==> config.mk <==
export PLATFORM = sky130hd
export DESIGN_NAME = uart_mem_streamer
export DESIGN_NICKNAME = d
export VERILOG_FILES = /design/src/rtl/uart_mem_pkg.sv /design/src/rtl/uart_word_serializer.sv /design/src/rtl/uart_mem_streamer.sv
export SDC_FILE = /design/constraint.sdc
export NUM_CORES = 1
export LEC_CHECK = 0
export ABC_AREA = 1
export CORE_ASPECT_RATIO = 1.4
export CORE_MARGIN = 3
export CORE_UTILIZATION = 52
export CTS_BUF_LIST = sky130_fd_sc_hd__clkbuf_4
export DETAILED_ROUTE_END_ITERATION = 10
export PLACE_DENSITY = 0.91
export SLEW_MARGIN = 20
export SYNTH_ARGS = -nofsm -noshare
export SYNTH_HDL_FRONTEND = slang
export SYNTH_SLANG_ARGS = --single-unit
==> constraint.sdc <==
create_clock -name clk -period 1.8 [get_ports clk]
set_input_delay 0.36 -clock clk [delete_from_list [all_inputs] [get_ports clk]]
set_output_delay 0.36 -clock clk [all_outputs]
set_load 0.01 [all_outputs]
==> src/rtl/uart_mem_pkg.sv <==
// Shared definitions for the memory-to-UART streamer: FSM state encoding,
// byte width and a helper giving the number of bytes per memory word.
package uart_mem_pkg;

    localparam int BYTE_W = 8;

    typedef enum logic [2:0] {
        IDLE,
        FETCH,
        SEND,
        CSUM,
        FIN
    } state_t;

    function automatic int bytes_per_word(input int data_w);
        return data_w / BYTE_W;
    endfunction

endpackage

==> src/rtl/uart_word_serializer.sv <==
// Splits one memory word into bytes and presents them on a registered
// valid/ready byte stream. MSB_FIRST selects which end of the word leaves first.
// last_acc pulses (combinationally) in the cycle whose rising edge accepts the
// final byte of the word.
module uart_word_serializer
    import uart_mem_pkg::*;
#(
    parameter int DATA_W    = 32,
    parameter int MSB_FIRST = 0
) (
    input  logic              clk,
    input  logic              rstn,
    input  logic              load,
    input  logic [DATA_W-1:0] word,
    input  logic              tx_ready,
    output logic [7:0]        tx_data,
    output logic              tx_valid,
    output logic              last_acc
);

    localparam int NB    = bytes_per_word(DATA_W);
    localparam int IDX_W = (NB > 1) ? $clog2(NB) : 1;
    localparam logic [IDX_W-1:0] LAST_IDX = IDX_W'(NB - 1);

    logic [DATA_W-1:0] shreg;
    logic [IDX_W-1:0]  idx;
    logic              hs;

    assign hs       = tx_valid && tx_ready;
    assign last_acc = hs && (idx == LAST_IDX);

    // Byte shift register: load a word, then advance one byte per handshake.
    always_ff @(posedge clk or negedge rstn) begin
        if (!rstn) begin
            shreg    <= '0;
            idx      <= '0;
            tx_data  <= '0;
            tx_valid <= 1'b0;
        end else if (load) begin
            idx      <= '0;
            tx_valid <= 1'b1;
            if (MSB_FIRST != 0) begin
                tx_data <= word[DATA_W-1 -: BYTE_W];
                shreg   <= word << BYTE_W;
            end else begin
                tx_data <= word[BYTE_W-1:0];
                shreg   <= word >> BYTE_W;
            end
        end else if (hs) begin
            if (idx == LAST_IDX) begin
                tx_valid <= 1'b0;
            end else begin
                idx <= idx + 1'b1;
                if (MSB_FIRST != 0) begin
                    tx_data <= shreg[DATA_W-1 -: BYTE_W];
                    shreg   <= shreg << BYTE_W;
                end else begin
                    tx_data <= shreg[BYTE_W-1:0];
                    shreg   <= shreg >> BYTE_W;
                end
            end
        end
    end

endmodule

==> src/rtl/uart_mem_streamer.sv <==
// Memory-to-UART streamer: on start, reads word_count words from a
// synchronous-read BRAM beginning at base_addr and streams their bytes out.
// Optional build macro UART_MEM_STREAMER_CHECKSUM_EN appends an XOR checksum
// byte after the data of every non-empty transfer.
//
// state | meaning
// ------+----------------------------------------------------------
// IDLE  | waiting for start
// FETCH | address presented, counting down RD_LAT before capture
// SEND  | serializer emitting the bytes of the current word
// CSUM  | sending the checksum byte (checksum builds only)
// FIN   | one-cycle done pulse, then back to IDLE
module uart_mem_streamer
    import uart_mem_pkg::*;
#(
    parameter int DATA_W    = 32,
    parameter int ADDR_W    = 10,
    parameter int RD_LAT    = 2,
    parameter int MSB_FIRST = 0
) (
    input  logic              clk,
    input  logic              rstn,
    input  logic              start,
    input  logic [ADDR_W-1:0] base_addr,
    input  logic [ADDR_W:0]   word_count,
    output logic              busy,
    output logic              done,
    output logic [ADDR_W-1:0] mem_addr,
    input  logic [DATA_W-1:0] mem_rdata,
    output logic [7:0]        tx_data,
    output logic              tx_valid,
    input  logic              tx_ready
);

    localparam int WAIT_W = $clog2(RD_LAT + 1);
    localparam logic [ADDR_W:0] ONE_WORD = {{ADDR_W{1'b0}}, 1'b1};

    state_t            state, state_nxt;
    logic [ADDR_W:0]   words_left;
    logic [WAIT_W-1:0] wait_cnt;
    logic              ser_load;
    logic              ser_last;
    logic              ser_valid;
    logic [7:0]        ser_data;
    logic              last_word;

    assign last_word = (words_left == ONE_WORD);
    assign busy      = (state == FETCH) || (state == SEND) || (state == CSUM);
    assign done      = (state == FIN);

`ifdef UART_MEM_STREAMER_CHECKSUM_EN
    logic [7:0] csum;
    logic       csum_valid;
    logic       csum_hs;
    logic       accept;

    assign accept  = (state == IDLE) && start;
    assign csum_hs = csum_valid && tx_ready;
`endif

    // State register.
    always_ff @(posedge clk or negedge rstn) begin
        if (!rstn) begin
            state <= IDLE;
        end else begin
            state <= state_nxt;
        end
    end

    // Next-state decode; the serializer load fires on the terminal wait count.
    always_comb begin
        state_nxt = state;
        ser_load  = 1'b0;
        case (state)
            IDLE: begin
                if (start) begin
                    state_nxt = (word_count == '0) ? FIN : FETCH;
                end
            end
            FETCH: begin
                if (wait_cnt == '0) begin
                    ser_load  = 1'b1;
                    state_nxt = SEND;
                end
            end
            SEND: begin
                if (ser_last) begin
                    if (!last_word) begin
                        state_nxt = FETCH;
                    end else begin
`ifdef UART_MEM_STREAMER_CHECKSUM_EN
                        state_nxt = CSUM;
`else
                        state_nxt = FIN;
`endif
                    end
                end
            end
            CSUM: begin
`ifdef UART_MEM_STREAMER_CHECKSUM_EN
                if (csum_hs) begin
                    state_nxt = FIN;
                end
`else
                state_nxt = IDLE;
`endif
            end
            FIN:     state_nxt = IDLE;
            default: state_nxt = IDLE;
        endcase
    end

    // Address, remaining-word and read-latency down-counters.
    always_ff @(posedge clk or negedge rstn) begin
        if (!rstn) begin
            mem_addr   <= '0;
            words_left <= '0;
            wait_cnt   <= '0;
        end else if ((state == IDLE) && start && (word_count != '0)) begin
            mem_addr   <= base_addr;
            words_left <= word_count;
            wait_cnt   <= WAIT_W'(RD_LAT);
        end else if ((state == FETCH) && (wait_cnt != '0)) begin
            wait_cnt <= wait_cnt - 1'b1;
        end else if ((state == SEND) && ser_last) begin
            words_left <= words_left - 1'b1;
            if (!last_word) begin
                mem_addr <= mem_addr + 1'b1;
                wait_cnt <= WAIT_W'(RD_LAT);
            end
        end
    end

    uart_word_serializer #(
        .DATA_W    (DATA_W),
        .MSB_FIRST (MSB_FIRST)
    ) u_ser (
        .clk      (clk),
        .rstn     (rstn),
        .load     (ser_load),
        .word     (mem_rdata),
        .tx_ready (tx_ready),
        .tx_data  (ser_data),
        .tx_valid (ser_valid),
        .last_acc (ser_last)
    );

`ifdef UART_MEM_STREAMER_CHECKSUM_EN
    // Running XOR of sent data bytes; the checksum byte is raised right after
    // the last data byte so the stream has no bubble before it.
    always_ff @(posedge clk or negedge rstn) begin
        if (!rstn) begin
            csum       <= '0;
            csum_valid <= 1'b0;
        end else begin
            if (accept) begin
                csum <= '0;
            end else if (ser_valid && tx_ready) begin
                csum <= csum ^ ser_data;
            end
            if ((state == SEND) && ser_last && last_word) begin
                csum_valid <= 1'b1;
            end else if (csum_hs) begin
                csum_valid <= 1'b0;
            end
        end
    end

    assign tx_valid = ser_valid | csum_valid;
    assign tx_data  = csum_valid ? csum : ser_data;
`else
    assign tx_valid = ser_valid;
    assign tx_data  = ser_data;
`endif

endmodule

# Yosys cells after proc, flatten, opt, wreduce, memory -nomap -nowiden
# Index checks and enable logic that the tools add are counted.
[totals]
output_inout_bits = 21
word_cells = 79
in_bits = 57
regBits = 69
[op_classes]
n_mux = 31
eq_ne = 13
n_reduce_logical = 23
add_sub_neg = 4
[ops]
columns = ["op", "count"]
rows = [
  ["$mux W32", 3],
  ["$mux W10", 4],
  ["$mux W11", 3],
  ["$mux W8", 3],
  ["$mux W3", 5],
  ["$mux W2", 7],
  ["$eq A11 B1 Y1 const B", 1],
  ["$logic_not A11 Y1", 1],
  ["$reduce_bool A11 Y1", 1],
  ["$sub A11 B1 Y11 const B", 1],
  ["$add A10 B1 Y10 const B", 1],
  ["$pmux W3 S3", 1],
  ["$ne A2 B2 Y1 const B", 4],
  ["$reduce_and A2 Y1", 4],
  ["$reduce_bool A2 Y1", 4],
  ["$eq A3 B2 Y1 const B", 2],
  ["$logic_and A1 B1 Y1", 6],
  ["$reduce_and A3 Y1", 2],
  ["$mux W1", 5],
  ["$ne A2 B1 Y1 const B", 2],
  ["$eq A3 B1 Y1 const B", 1],
  ["$eq A3 B3 Y1 const B", 1],
  ["$logic_not A3 Y1", 1],
  ["$ne A3 B1 Y1 const B", 1],
  ["other kinds (6)", 7],
]

# Depth between registers and ports, before layout
# Gate-level depths: netlist (run 1).
[logic_depth]
word_depth = 6
mapped_depth = 10
ltp_nobuf = 10

# Hierarchy
# Synthesis (run 1) repeated with hierarchy kept, for this count alone.
[hier_totals]
cells_unflattened = 496
area_unflattened_um2 = 3594.7
[by_module_without_submodules]
columns = ["mod", "seq_area_each_um2", "instances", "cells_each", "area_each_um2"]
rows = [
  ["uart_mem_streamer", 650.6, 1, 261, 1849.3],
  ["uart_word_serializer", 875.8, 1, 235, 1745.4],
]

# Worst setup path before layout (run 1)
# OpenSTA, ideal clock, no wires.
[synth_timing]
path_type = "register -> register"
from = "register u_ser.idx[0]"
to = "register u_ser.shreg[0]"
arrival_ns = 1.360
required_time_ns = 1.718
period_less_slack_ns = 1.442
setup_slack_ns = 0.358
path_buffers = 1
path_stages_with_launch = 7
setup_ns = 0.082
path_cell_list = "dfrtp_1 ha_1 nand3b_1 clkinv_1 buf_2 nand2_1 a31oi_1"
[synth_via]
elab_chain_cells = 3
[synth_lines]
columns = ["item", "line", "source"]
rows = [
  ["start, declared", "uart_word_serializer.sv:26", "logic [IDX_W-1:0] idx;"],
  ["start signal, assigned", "uart_word_serializer.sv:53", "idx <= idx + 1'b1;"],
  ["$eq A2 B2 Y1", "uart_word_serializer.sv:50", "if (idx == LAST_IDX) begin"],
  ["$ne A2 B2 Y1 (no source line)", "n/a", ""],
  ["$reduce_and A2 Y1 (no source line)", "n/a", ""],
  ["end signal, assigned", "uart_word_serializer.sv:47", "shreg <= word >> BYTE_W;"],
  ["end signal, assigned", "uart_word_serializer.sv:56", "shreg <= shreg << BYTE_W;"],
  ["end signal, assigned", "uart_word_serializer.sv:59", "shreg <= shreg >> BYTE_W;"],
  ["end, declared", "uart_word_serializer.sv:25", "logic [DATA_W-1:0] shreg;"],
]
# No other way between the ends.
# A chain may end at the register's enable or synchronous reset.

# Worst setup path after layout (run 1)
[layout_timing]
from = "register mem_addr[8]"
to = "output mem_addr[8]"
[layout_rtl]
columns = ["item", "line", "source"]
rows = [
  ["start, declared", "uart_mem_streamer.sv:28", "output logic [ADDR_W-1:0] mem_addr,"],
  ["start signal, assigned", "uart_mem_streamer.sv:120", "mem_addr <= base_addr;"],
  ["start signal, assigned", "uart_mem_streamer.sv:128", "mem_addr <= mem_addr + 1'b1;"],
]
# No word-level cell between the ends.

==> metrics.txt, run 1 <==
status completed; Most used DFF post-synth dfrtp_1; Synth Area per Inst 7.88 µm²; deepest clock path buffer count 2; worst slew pin tran 0.409 ns; yosys warns 0; clock sink total 61; CTS tree built; Post-route DRC 0; most frequent cell after synthesis nand3_1; CP Buf/Inv Count 1; dpl ws -0.00124 ns; Max Freq 0.574 GHz; critical path, cell by cell clkdlybuf4s50_1; Synth area leader dfrtp_1; antenna fix cells 0; clock-pin slew on the worst setup and hold paths 0.12 ns; vias in the first global route 3340; WL/cell 14.3 µm; Cell variety after synth 33; Root Buffer clkbuf_4; Finished Core Util 72.4%; asr flop ratio synth 100%; top post-synthesis cells by area dfrtp_1 45%, nand3_1 17%, nand2_1 12%; Tcrit/Tclk final 96.8%; total power 6.68 mW; Via density 5.64; element type at the critical path start flop; Mapped Cells 435; WHS 0.312 ns; Synth Cell Area 3430 µm²; Row Count 34; Seq/Total Area, Yosys 44.5%; Clk Latency, worst-skew pair 0.41 ns; crit path DAT 1.38 ns; sequential cell area 1530 µm²; Layout Cells excl Fill 606; vias 3415; DP Area 4320 µm²; DIE HEIGHT 102 µm; PnR worst setup slack 0.0579 ns; Detail Placement HPWL 6180 µm; worst path required time 1.44 ns; Slowest-stage cell, CP clkdlybuf4s50_1; Hold Crit Class input port to async pin; CP Capture Type primary output; share of cells above drive strength 1 13.1%; TNS Setup 0 ns; placer congestion estimate 0.910; Synth Register Bits 61; io pins 78; Core ar. 6300 µm²; antenna viol nets, final 0; EDFF count, synth 0; Nets 591; Worst slew margin 72.7%; CP top delay family buffers and inverters; endpoints failing setup 0; fin. max-slew vios 0; Initial Utilization 54.4%; Slowest Stage Delay on Critical Path 0.56 ns; fill count 481; total track usage 23.9%; Die W 74.6 µm; CTS Buf Count 9; final worst path period need 1.74 ns; number of antenna violations at the first check in global routing 0; worst clock skew 0.0246 ns; max-cap viol count 0; leading cell types by count after synthesis 114 x nand3_1, 107 x nand2_1, 61 x dfrtp_1; final instance area 4560 µm²; crit path max fanout 4; Yosys top cell area share 44.5%; Die Footprint 7610 µm²; first-pass GRT wire length 14300 µm; Initial DRT Pass Iterations 5; P_leak 2.23 nW; Inst Count DP 582; multi-input logic area 1620 µm²; H-tree Lvls 3; IO Port Bufs 77; Setup CP Type flop to primary output; syn nets 497; Max IR drop VDD 824 µV; grt ovf 0; largest net degree at the start of global routing 55; Starting DRT DRC Count 227; pwr/cell area 1470 nW/µm²; total wire length 8690 µm; P&R area growth vs syn 32.9%; final hold vios 0
-- worst register-to-register path, delay by kind of cell (launching register included) --
kind	cells	cell delay, ns
flip-flops	1	0.45
buffers and inverters	2	0.50
AND/OR/NAND/NOR	4	0.58
-- logic make-up (layout without fill, tap and decap cells) --
kind of cell | Yosys count | count (layout) | share of synthesized area [%]
AOI/OAI and AO/OA | 34 | 34 | 7.23
xor gates and xnor gates | 6 | 6 | 1.53
adders and majority gates | 5 | 5 | 1.83
buffers and inverters | 59 | 158 | 8.29
DFF | 61 | 61 | 44.5
and+or+nand+nor | 270 | 270 | 36.6
-- layer usage --
metal  global-route usage, %  wire length, µm
met1                    28.5             3480
met2                    41.4             4370
met3                    3.94              603
met4                    11.0              242
met5                       0                0
-- cell type report --
type,count,area share [%]
tap,72,1.98
clock inverter,7,1.95
multi-input combinational,315,35.6
clock buffer,9,1.48
inverter,38,3.13
sequential,61,33.6
timing repair buffer,104,22.2
-- layout by cell type, fill, tap and decap left out, types with 3 or more instances in the layout --
| cell type | instances |
|---|---|
| o211ai_2 | 5 |
| dfrtp_2 | 4 |
| ha_1 | 5 |
| xor2_1 | 5 |
| nor2_2 | 3 |
| nor2_1 | 27 |
| dfrtp_1 | 57 |
| clkbuf_4 | 9 |
| nand3_1 | 114 |
| buf_4 | 23 |
| o21ai_0 | 5 |
| a31oi_1 | 8 |
| nand2_1 | 107 |
| nand2_2 | 4 |
| inv_1 | 35 |
| buf_12 | 3 |
| clkdlybuf4s50_1 | 72 |
| o211ai_1 | 8 |
| nand4_1 | 5 |
| clkinv_2 | 4 |
-- registers in the layout, indices dropped and copies added, names as in the netlist --
signal          flops
mem_addr           10
state               3
u_ser.idx           2
u_ser.shreg        24
u_ser.tx_data       8
u_ser.tx_valid      1
wait_cnt            2
words_left         11
-- worst paths after layout --
| check | from | slack [ns] | endpoint | cells after the start |
|---|---|---|---|---|
| setup / recovery | mem_addr[8] | 0.06 | mem_addr[8] | 1 |
| hold / removal | rstn | 0.31 | words_left[8] | 2 |
| setup reg to reg | state[1] | 0.22 | u_ser.tx_data[1] | 6 |
| hold reg to reg | u_ser.idx[0] | 0.48 | u_ser.idx[0] | 1 |
| max in group asynchronous | rstn | 0.91 | u_ser.idx[1] | 3 |
| min in group clk | u_ser.idx[0] | 0.48 | u_ser.idx[0] | 1 |
-- power breakdown --
group / switching (mW) / internal, mW / leakage, nW / total, mW
clock: 0.535 / 0.558 / 0.0898 / 1.09
combinational: 1.73 / 1.42 / 1.37 / 3.16
sequential: 0.449 / 1.98 / 0.770 / 2.43
-- what timing repair did --
| action | in CTS | in global routing |
|---|---|---|
| buffers inserted | 2 | 5 |
| gates resized for setup | 5 | 5 |
| endpoints found under the hold margin | 7 | 0 |
| hold buffers | 1 | 0 |
| endpoints found under the setup margin | 5 | 8 |
Note: power is estimated with default switching activity, not from simulation.
==> run 2, diff against run 1 <==
CORE_ASPECT_RATIO = 1.25   (was 1.4)
RECOVER_POWER = 100   (was unset)
==> run 2 against run 1 <==
Global-route usage grew 0.55 points; cell area decreased by 0.71%; clock power shrank 10%; clock-buffer cell count stayed put; fmax is 1.4% lower; combinational power rose by 3%; first-iteration DRC count rose by 34%; routed wire length grew 3.6%; worst setup slack got worse by 0.026 ns; largest cell class unchanged.
==> metrics.txt, run 2 (same netlist as run 1, synthesis figures left out) <==
PnR worst setup slack 0.0323 ns; share of cells above drive strength 1 11.7%; clock-pin slew on the worst setup and hold paths 0.12 ns; Slowest Stage Delay on Critical Path 0.57 ns; Slowest-stage cell, CP clkdlybuf4s50_1; Die W 78.6 µm; deepest clock path buffer count 2; first-pass GRT wire length 15100 µm; Most flops, register u_ser.shreg; status completed; antenna fix cells 0; P_leak 2.17 nW; worst path required time 1.44 ns; WL/cell 14.5 µm; sequential cell area 1530 µm²; Max IR drop VDD 799 µV; Detail Placement HPWL 6240 µm; fin. max-slew vios 0; CP Capture Type primary output; H-tree Lvls 3; final worst path period need 1.77 ns; number of antenna violations at the first check in global routing 0; CTS tree built; Worst slew margin 45.0%; critical path, cell by cell clkdlybuf4s50_1; DIE HEIGHT 96.8 µm; placer congestion estimate 0.846; most common cell after layout, fill and taps aside nand3_1; worst clock skew 0.0129 ns; P&R area growth vs syn 32.0%; clock sink total 61; dpl ws 0.00680 ns; max-cap viol count 0; Initial DRT Pass Iterations 6; Setup CP Type flop to primary output; CP Buf/Inv Count 1; Clk Latency, worst-skew pair 0.42 ns; Hold Crit Class input port to flop; total wire length 9000 µm; fill count 481; Starting DRT DRC Count 305; Root Buffer clkbuf_4; Row Count 32; total power 6.64 mW; reg2reg setup slack 0.14 ns; total track usage 24.4%; vias in the first global route 3271; CP top delay family buffers and inverters; Nets 594; Initial Utilization 54.5%; grt ovf 0; antenna viol nets, final 0; CTS Buf Count 9; crit path max fanout 4; Die Footprint 7610 µm²; worst slew pin tran 0.825 ns; most frequent cells in the layout 115 x nand3_1, 109 x nand2_1, 73 x clkdlybuf4s50_1, 57 x dfrtp_1, 35 x inv_1; element type at the critical path start flop; Core ar. 6290 µm²; IO Port Bufs 77; multi-input logic area 1590 µm²; vias 3436; io pins 78; Via density 5.52; Max Freq 0.566 GHz; Largest regs u_ser.shreg x24, words_left x11, mem_addr x10; pwr/cell area 1470 nW/µm²; Tcrit/Tclk final 98.2%; Post-route DRC 0; max FFs per register 24; endpoints failing setup 0; final hold vios 0; largest net degree at the start of global routing 62; crit path DAT 1.41 ns
## run 2: worst paths after layout
check	endpoint	depth (start not counted)	start
min	u_ser.shreg[16]	3	mem_rdata[24]
max	mem_addr[5]	1	mem_addr[5]
min reg2reg	u_ser.idx[0]	1	u_ser.idx[0]
min in group asynchronous	words_left[10]	3	rstn
max reg2reg	u_ser.shreg[1]	7	state[1]
max in group asynchronous	mem_addr[8]	3	rstn
## run 2: layout make-up
cell class | instances | area share (%)
sequential | 61 | 33.9
timing repair buffer | 107 | 22.4
inverter | 38 | 3.15
tap | 85 | 2.35
clock inverter | 7 | 1.63
multi-input combinational | 315 | 35.2
clock buffer | 9 | 1.49
## run 2: power breakdown
| part | switching [mW] | internal [mW] | total [mW] |
|---|---|---|---|
| Clock | 0.549 | 0.430 | 0.978 |
| Sequential | 0.443 | 1.98 | 2.43 |
| Combinational | 1.78 | 1.46 | 3.24 |
## run 2: per-layer routing
layer	global-route usage, %	vias up	share of wire [%]
li1	-	1647	-
met1	31.0	1602	40
met2	40.7	160	50
met3	3.91	27	6.6
met4	10.8	0	3.0
met5	0	-	0
## run 2: what timing repair did
| item | CTS | global route |
|---|---|---|
| resized for setup | 8 | 3 |
| endpoints found under the setup margin | 6 | 10 |
| hold endpoints to repair | 61 | 0 |
| buffers inserted | 4 | 8 |
| hold buffers | 1 | 0 |
| cloned | 0 | 0 |
## run 2: per-stage QoR
| stage | cell area, µm² | utilization (%) | setup TNS [ns] | hold slack [ns] | cells |
|---|---|---|---|---|---|
| after floorplan | 3430 | - | 0 | 0.0644 | 435 |
| after global placement | 4340 | 69.0 | 0 | 0.391 | 593 |
| after detailed placement | 4340 | 69.0 | 0 | 0.393 | 593 |
| after CTS | 4530 | 72.1 | 0 | 0.467 | 614 |
| after global routing | 4520 | 72.0 | -0.00656 | 0.465 | 622 |
| final | 4520 | 72.0 | 0 | 0.466 | 622 |
## run 2: tightest hold or removal path, delay by kind of cell
family / cells / cell delay, ns
AND/OR/NAND/NOR: 2 / 0.12
buffers and inverters: 1 / 0.39
